[config.mk]
export PLATFORM = sky130hd
export DESIGN_NAME = slice_writer
export DESIGN_NICKNAME = d
export VERILOG_FILES = /design/src/rtl/slice_writer_pkg.sv /design/src/rtl/slice_writer_addr_counter.sv /design/src/rtl/slice_writer.sv
export SDC_FILE = /design/constraint.sdc
export NUM_CORES = 1
export LEC_CHECK = 0
export CAP_MARGIN = 20
export CORE_UTILIZATION = 35
export CTS_CLUSTER_SIZE = 12
export DETAILED_ROUTE_END_ITERATION = 16
export GPL_TIMING_DRIVEN = 0
export PLACE_DENSITY_LB_ADDON = 0.05
export SYNTH_ARGS = -nofsm -noshare
export SYNTH_HDL_FRONTEND = slang
export SYNTH_SLANG_ARGS = --single-unit
[constraint.sdc]
create_clock -name clk -period 2.29 [get_ports clk]
set_clock_uncertainty 0.2 [all_clocks]
set_input_delay 0.458 -clock clk [delete_from_list [all_inputs] [get_ports clk]]
set_output_delay 0.458 -clock clk [all_outputs]
set_load 0.05 [all_outputs]
[src/rtl/slice_writer_pkg.sv]
// Shared definitions for the slice write-back path: FSM encoding and frame geometry.
// Imported by the writer top and the slice address counter.
package slice_writer_pkg;

    typedef enum logic [1:0] {
        ST_IDLE  = 2'd0,
        ST_WRITE = 2'd1,
        ST_DRAIN = 2'd2,
        ST_DONE  = 2'd3
    } state_e;

    localparam int unsigned SW_N         = 6;
    localparam int unsigned SW_W         = 25;
    localparam int unsigned SW_FRAME_LEN = 1 << SW_N;

endpackage

[src/rtl/slice_writer_addr_counter.sv]
// N-bit slice address counter with synchronous load and increment.
// co_o flags the all-ones address, i.e. the last slice of a frame.
module slice_addr_counter #(
    parameter int unsigned N = 6
) (
    input  logic         clk,
    input  logic         reset_n,
    input  logic         inc_i,
    input  logic         load_i,
    input  logic [N-1:0] load_data_i,
    output logic [N-1:0] cnt_o,
    output logic         co_o
);

    localparam logic [N-1:0] CNT_ONE = {{(N-1){1'b0}}, 1'b1};

    logic [N-1:0] cnt_q;
    logic [N-1:0] cnt_d;

    // Load wins over increment; the increment wraps modulo 2^N.
    always_comb begin
        cnt_d = cnt_q;
        if (load_i) begin
            cnt_d = load_data_i;
        end else if (inc_i) begin
            cnt_d = cnt_q + CNT_ONE;
        end
    end

    always_ff @(posedge clk or negedge reset_n) begin
        if (!reset_n) begin
            cnt_q <= '0;
        end else begin
            cnt_q <= cnt_d;
        end
    end

    assign cnt_o = cnt_q;
    assign co_o  = &cnt_q;

endmodule

[src/rtl/slice_writer.sv]
// Writes one frame of 2^N slices from a valid/ready stream to sequential memory
// addresses through a single-entry output register, then pulses done.
module slice_writer
    import slice_writer_pkg::*;
#(
    parameter int unsigned N = SW_N,
    parameter int unsigned W = SW_W
) (
    input  logic         clk,
    input  logic         reset_n,
    input  logic         start,
    input  logic         in_valid,
    input  logic [W-1:0] in_data,
    output logic         in_ready,
    output logic         wr_en,
    output logic [N-1:0] wr_addr,
    output logic [W-1:0] wr_data,
    input  logic         wr_ready,
    output logic         busy,
    output logic         done,
    output logic [1:0]   dbg_state_o
);

    // Handshakes: a transfer happens on a rising edge where valid and ready are
    // both high; in_valid/in_data come from upstream, in_ready is ours; wr_en
    // and wr_addr/wr_data stay put until the memory raises wr_ready.

    localparam logic [N-1:0] ADDR_ZERO = '0;

    state_e       state_q;
    logic         wr_en_q;
    logic [N-1:0] wr_addr_q;
    logic [W-1:0] wr_data_q;
    logic         busy_q;
    logic         done_q;

    logic [N-1:0] cnt;
    logic         cnt_co;
    logic         cnt_load;
    logic         in_accept;
    logic         wr_accept;

    // The output register can take a new slice when empty or draining this cycle.
    assign in_ready  = (state_q == ST_WRITE) && (!wr_en_q || wr_ready);
    assign in_accept = in_valid && in_ready;
    assign wr_accept = wr_en_q && wr_ready;
    assign cnt_load  = (state_q == ST_IDLE) && start;

    slice_addr_counter #(
        .N (N)
    ) u_addr_cnt (
        .clk         (clk),
        .reset_n     (reset_n),
        .inc_i       (in_accept),
        .load_i      (cnt_load),
        .load_data_i (ADDR_ZERO),
        .cnt_o       (cnt),
        .co_o        (cnt_co)
    );

    always_ff @(posedge clk or negedge reset_n) begin
        if (!reset_n) begin
            state_q   <= ST_IDLE;
            wr_en_q   <= 1'b0;
            wr_addr_q <= '0;
            wr_data_q <= '0;
            busy_q    <= 1'b0;
            done_q    <= 1'b0;
        end else begin
            done_q <= 1'b0;
            case (state_q)
                ST_IDLE: begin
                    if (start) begin
                        state_q <= ST_WRITE;
                        busy_q  <= 1'b1;
                    end
                end
                ST_WRITE: begin
                    if (in_accept) begin
                        wr_en_q   <= 1'b1;
                        wr_addr_q <= cnt;
                        wr_data_q <= in_data;
                        if (cnt_co) begin
                            state_q <= ST_DRAIN;
                        end
                    end else if (wr_accept) begin
                        wr_en_q <= 1'b0;
                    end
                end
                ST_DRAIN: begin
                    // Last slice is in the output register; finish once it lands.
                    if (wr_accept) begin
                        wr_en_q <= 1'b0;
                        state_q <= ST_DONE;
                        done_q  <= 1'b1;
                    end
                end
                ST_DONE: begin
                    state_q <= ST_IDLE;
                    busy_q  <= 1'b0;
                end
                default: begin
                    state_q <= ST_IDLE;
                end
            endcase
        end
    end

    assign wr_en       = wr_en_q;
    assign wr_addr     = wr_addr_q;
    assign wr_data     = wr_data_q;
    assign busy        = busy_q;
    assign done        = done_q;
    assign dbg_state_o = state_q;

endmodule

-- Yosys cells after proc, flatten, opt, wreduce, memory -nomap -nowiden
Cells that the tools add are included.
- flip-flop bits (word level): 42
- input bits: 30
- add/sub/neg operators: 1
- eq/ne operators: 7
- multiplexer cells: 14
- reductions and logical operators: 14
- operator list (kind ; count):
    $mux 6 ; 2
    $mux 2 ; 4
    $ne 2x2->1 const B ; 4
    $pmux 2 s4 ; 1
    $add 6x1->6 const B ; 1
    $reduce_and 6->1 ; 1
    $reduce_bool 2->1 ; 3
    $mux 1 ; 5
    $eq 2x2->1 const B ; 2
    $logic_and 1x1->1 ; 4
    $pmux 1 s2 ; 2
    $reduce_and 2->1 ; 2
    $reduce_and 4->1 ; 1
    $eq 2x1->1 const B ; 1
    $logic_not 2->1 ; 1
    $logic_not 1->1 ; 1
    $logic_or 1x1->1 ; 1

-- Longest topological paths before layout
Gate-level depths: netlist (run 1).
- word-level depth: 6
- depth in mapped cells: 7

-- Cells and area by module
A second synthesis (run 1) with hierarchy kept.
- cells, all modules: 134
- area, all modules: 1935.6 um2
- by module, submodules not included (module ; times used ; cells each ; area each (um2) ; seq. area each (um2)):
    slice_writer ; 1 ; 99 ; 1616.6 ; 900.9
    slice_addr_counter ; 1 ; 35 ; 319.1 ; 150.1

-- Worst setup path before layout (run 1)
No wires, ideal clock.
- path kind: register -> output
- start point: reg state_q[1], in the netlist dbg_state_o[1]
- end point: out in_ready
- arrival time: 1686 ps
- required time: 1632 ps
- slack: -54 ps
- cell stages (with the launch flop): 5
- path through: dfrtp_1 inv_1 ha_1 inv_1 nor2_1
- cells in the longest elaborated chain, start to end: 2
- ends and longest elaborated chain (item ; RTL line ; source):
    start, declared ; slice_writer.sv:30 ; state_e state_q;
    start signal, assigned ; slice_writer.sv:63 ; state_q <= ST_IDLE;
    start signal, assigned ; slice_writer.sv:74 ; state_q <= ST_WRITE;
    start signal, assigned ; slice_writer.sv:84 ; state_q <= ST_DRAIN;
    $eq 2x1->1 ; slice_writer.sv:44 ; assign in_ready = (state_q == ST_WRITE) && (!wr_en_q || wr_ready);
    $logic_and 1x1->1 ; slice_writer.sv:44 ;
    end, declared ; slice_writer.sv:14 ; output logic in_ready,
No other way between the ends.

-- Worst setup path in the final report (run 1)
- start point: reg state_q[1], in the netlist dbg_state_o[1]
- end point: out dbg_state_o[1]
- RTL lines (item ; RTL line ; source):
    end, declared ; slice_writer.sv:21 ; output logic [1:0] dbg_state_o
No word-level cell between the ends.

==> results.md, run 1 <==
- Element type at the critical path end: primary output
- Crit share post-route: 95.73%
- DR vias: 1222
- Number of setup buffers added after CTS: 0
- Skew-Pair Late Insertion Delay: 280 ps
- Initial DRC Count: 31
- Die area: 5765 µm²
- Share of cells above drive strength 1: 24.63%
- TNS Setup: 0 ps
- Largest net degree at the start of global routing: 42
- DIE HEIGHT: 75.93 µm
- Inserted Clock Buffers: 5
- Post-DR vias/cell: 4.476
- Leak Pwr: 1.238 nW
- Final Setup Violations: 0
- Global route overflow: 0
- Comb power frac: 47.1%
- Final hold viol count: 0
- Max clock buf depth: 2
- CTS root buffer: clkbuf_8
- Slowest stage delay, CP: 830 ps
- Vias in the first global route: 1291
- Antenna violations before repair: 0
- Initial Util: 36.99%
- RSZ-0062 raised after global routing: false
- Sequential share of power: 37.5%
- Ant diodes: 0
- Detailed placement HPWL: 2604 µm
- Area share of the largest cell type after synthesis: 54.94%
- Critical path class: reg -> out
- Internal: 1.724 mW
- Area leader, netlist: dfrtp_1
- Crit path max-delay cell type: clkdlybuf4s50_1
- CP top delay family: buffers and inverters
- MaxCap Viol Count: 0
- Min Tclk post-route: 2192 ps
- Worst Path Buf+Inv: 1
- Die Width: 75.93 µm
- Top cells by area, synth: dfrtp_1, mux2_4, ha_1
- Antenna Nets Post-Route: 0
- P_sw: 1.145 mW
- Num ports: 67
- # rows: 26
- CTS H-tree lvls: 2
- Post-synth design cell area: 1913 µm²
- Worst setup SP type: register
- Achievable Freq: 456.2 MHz
- Final Max Slew Viols: 0
- Data arrival, critical path: 1530 ps
- Mapped Cells: 128
- Netlist cell types: 25
- Status: complete, no violations
- RD Place Congestion: 0.7498
- Post-synthesis sequential area ratio: 54.94%
- Most frequent cells in the layout: clkdlybuf4s50_1, dfrtp_1, mux2_4
- Yosys reg bits: 42
- PwrDens: 1040 nW/µm²
- Routed len/inst: 13.72 µm
- Drt pass-1 iters: 4
- First-pass GRT wire length: 6354 µm
- Synthesis-to-layout area growth: 44.28%
- DRT Wirelength: 3746 µm
- Avg Inst Size Synth: 14.95 µm²
- Hold_ws: 288.5 ps
- Tot GR Track Use: 14.00%
- DRC: 0
- Clock slew at reported path FFs: 70 ps
- Port bufs: 66
- Switching share of power: 39.91%
- Worst-Margin Slew: 526.3 ps
- Relative max-transition margin: 64.81%
- Most common cell after layout, fill and taps aside: clkdlybuf4s50_1
- Yosys Warn Count: 0
- Required @ worst endpoint: 1630 ps
- Clk sinks: 42
- Layout Nets: 239
- CTS tree: yes
- Worst-path cell chain: clkdlybuf4s50_1
- Total core area: 5172 µm²
- Worst Hold Class: in -> async
- Syn_nets: 164
- CP Max Fanout: 5
- Worst VDD drop: 0.5283 mV
- Clock Power Share: 15.5%
[cell usage after synthesis]
cell / count
mux2_4: 28
dfrtp_1: 42
ha_1: 6
a222oi_1: 1
and2_1: 1
inv_1: 6
a21oi_1: 1
nor2_1: 8
nor3_1: 1
nor4_2: 1
nor3b_1: 1
o21ai_0: 2
nand2_1: 6
nor3_4: 1
nand2_2: 1
buf_6: 4
xnor2_1: 5
o21ai_2: 1
a32o_1: 1
buf_1: 1
nand3_1: 2
mux2_2: 4
nor2b_1: 1
mux2i_1: 2
nor2_8: 1
[worst paths after layout]
check	startpoint	end	slack, ps	depth (start not counted)
worst max register to register	dbg_state_o[1]	wr_data[17]	310	6
min in group clk	wr_data[0]	wr_data[0]	310	1
worst min-delay path	reset_n	wr_data[15]	290	2
max in group asynchronous	reset_n	wr_data[1]	1210	3
worst min register to register	wr_data[0]	wr_data[0]	310	1
worst max-delay path	dbg_state_o[1]	dbg_state_o[1]	100	1
[registers in the layout, summed over array words and instances (netlist names)]
| name | count |
|---|---|
| done | 1 |
| u_addr_cnt.cnt_o | 6 |
| wr_data | 25 |
| dbg_state_o | 2 |
| wr_en | 1 |
| wr_addr | 6 |
| busy | 1 |
[kinds of logic (layout without fill, tap and decap cells)]
family	Yosys count	count (layout)	synth area share [%]
AND/OR/NAND/NOR	24	24	7.457
buffers and inverters	11	86	3.727
AO/OA/AOI/OAI	6	6	2.289
adder cells (fa/ha/maj)	6	6	3.924
flip-flops	42	42	54.94
XOR/XNOR	5	5	2.289
multiplexers	34	34	25.38
[what timing repair did]
action	4_1_cts	5_1_grt
hold buffers	1	0
setup endpoints to repair	1	0
endpoints found under the hold margin	42	0
resized for setup	5	0
[layer usage]
metal	wire length, µm	vias up	share of wire (%)	GRT usage, %
li1	-	580	-	-
met1	1704	596	45	17.36
met2	1762	40	47	22.45
met4	57	0	1.5	5.769
met3	222	6	5.9	4.578
met5	0	-	0	0
[through the flow]
| stage | utilization [%] | cell area, µm² | power [mW] | cells | worst slack, ps |
|---|---|---|---|---|---|
| global route | 53.36 | 2760 | 3.020 | 273 | 1.800 |
| global placement | 51.50 | 2664 | 2.426 | 264 | -479.0 |
| finish | 53.36 | 2760 | 2.870 | 273 | 97.79 |
| floorplan | - | 1916 | 2.001 | 128 | 127.3 |
| detailed placement | 51.79 | 2679 | 2.450 | 265 | -424.1 |
| CTS | 53.36 | 2760 | 2.908 | 273 | 74.81 |
[power groups by stage]
| stage | Sequential [mW] | Combinational [mW] | Clock [mW] |
|---|---|---|---|
| after detailed placement | 1.09 | 1.36 | 0 |
| after global placement | 1.08 | 1.34 | 0 |
| final | 1.07 | 1.35 | 0.444 |
| after CTS | 1.08 | 1.36 | 0.467 |
| after global routing | 1.11 | 1.41 | 0.500 |
| after floorplan | 1.58 | 0.421 | 0 |
[area by class of cell]
cell class	instances	area, µm²
inverter	6	22.52
clock buffer	7	76.32
sequential	42	1051
timing repair buffer	68	680.7
buffer	5	48.80
fill	425	2412
multi-input combinational	75	793.3
tap	70	87.58
Note: power is estimated with default switching activity, not from simulation.
==> run 2: changes to the inputs <==
--- a/config.mk
+++ b/config.mk
@@ -14,3 +14,4 @@
 export SYNTH_ARGS = -nofsm -noshare
 export SYNTH_HDL_FRONTEND = slang
 export SYNTH_SLANG_ARGS = --single-unit
+export TNS_END_PERCENT = 50
==> results of run 2 <==
Final layout, timing and power as in run 1 (identical DEF).
==> run 3: changes to the inputs <==
--- a/config.mk
+++ b/config.mk
@@ -9,6 +9,7 @@
 export CORE_UTILIZATION = 35
 export CTS_CLUSTER_SIZE = 12
 export DETAILED_ROUTE_END_ITERATION = 16
+export GPL_ROUTABILITY_DRIVEN = 0
 export GPL_TIMING_DRIVEN = 0
 export PLACE_DENSITY_LB_ADDON = 0.05
 export SYNTH_ARGS = -nofsm -noshare
==> results of run 3 <==
Final layout, timing and power as in run 1 (identical DEF).
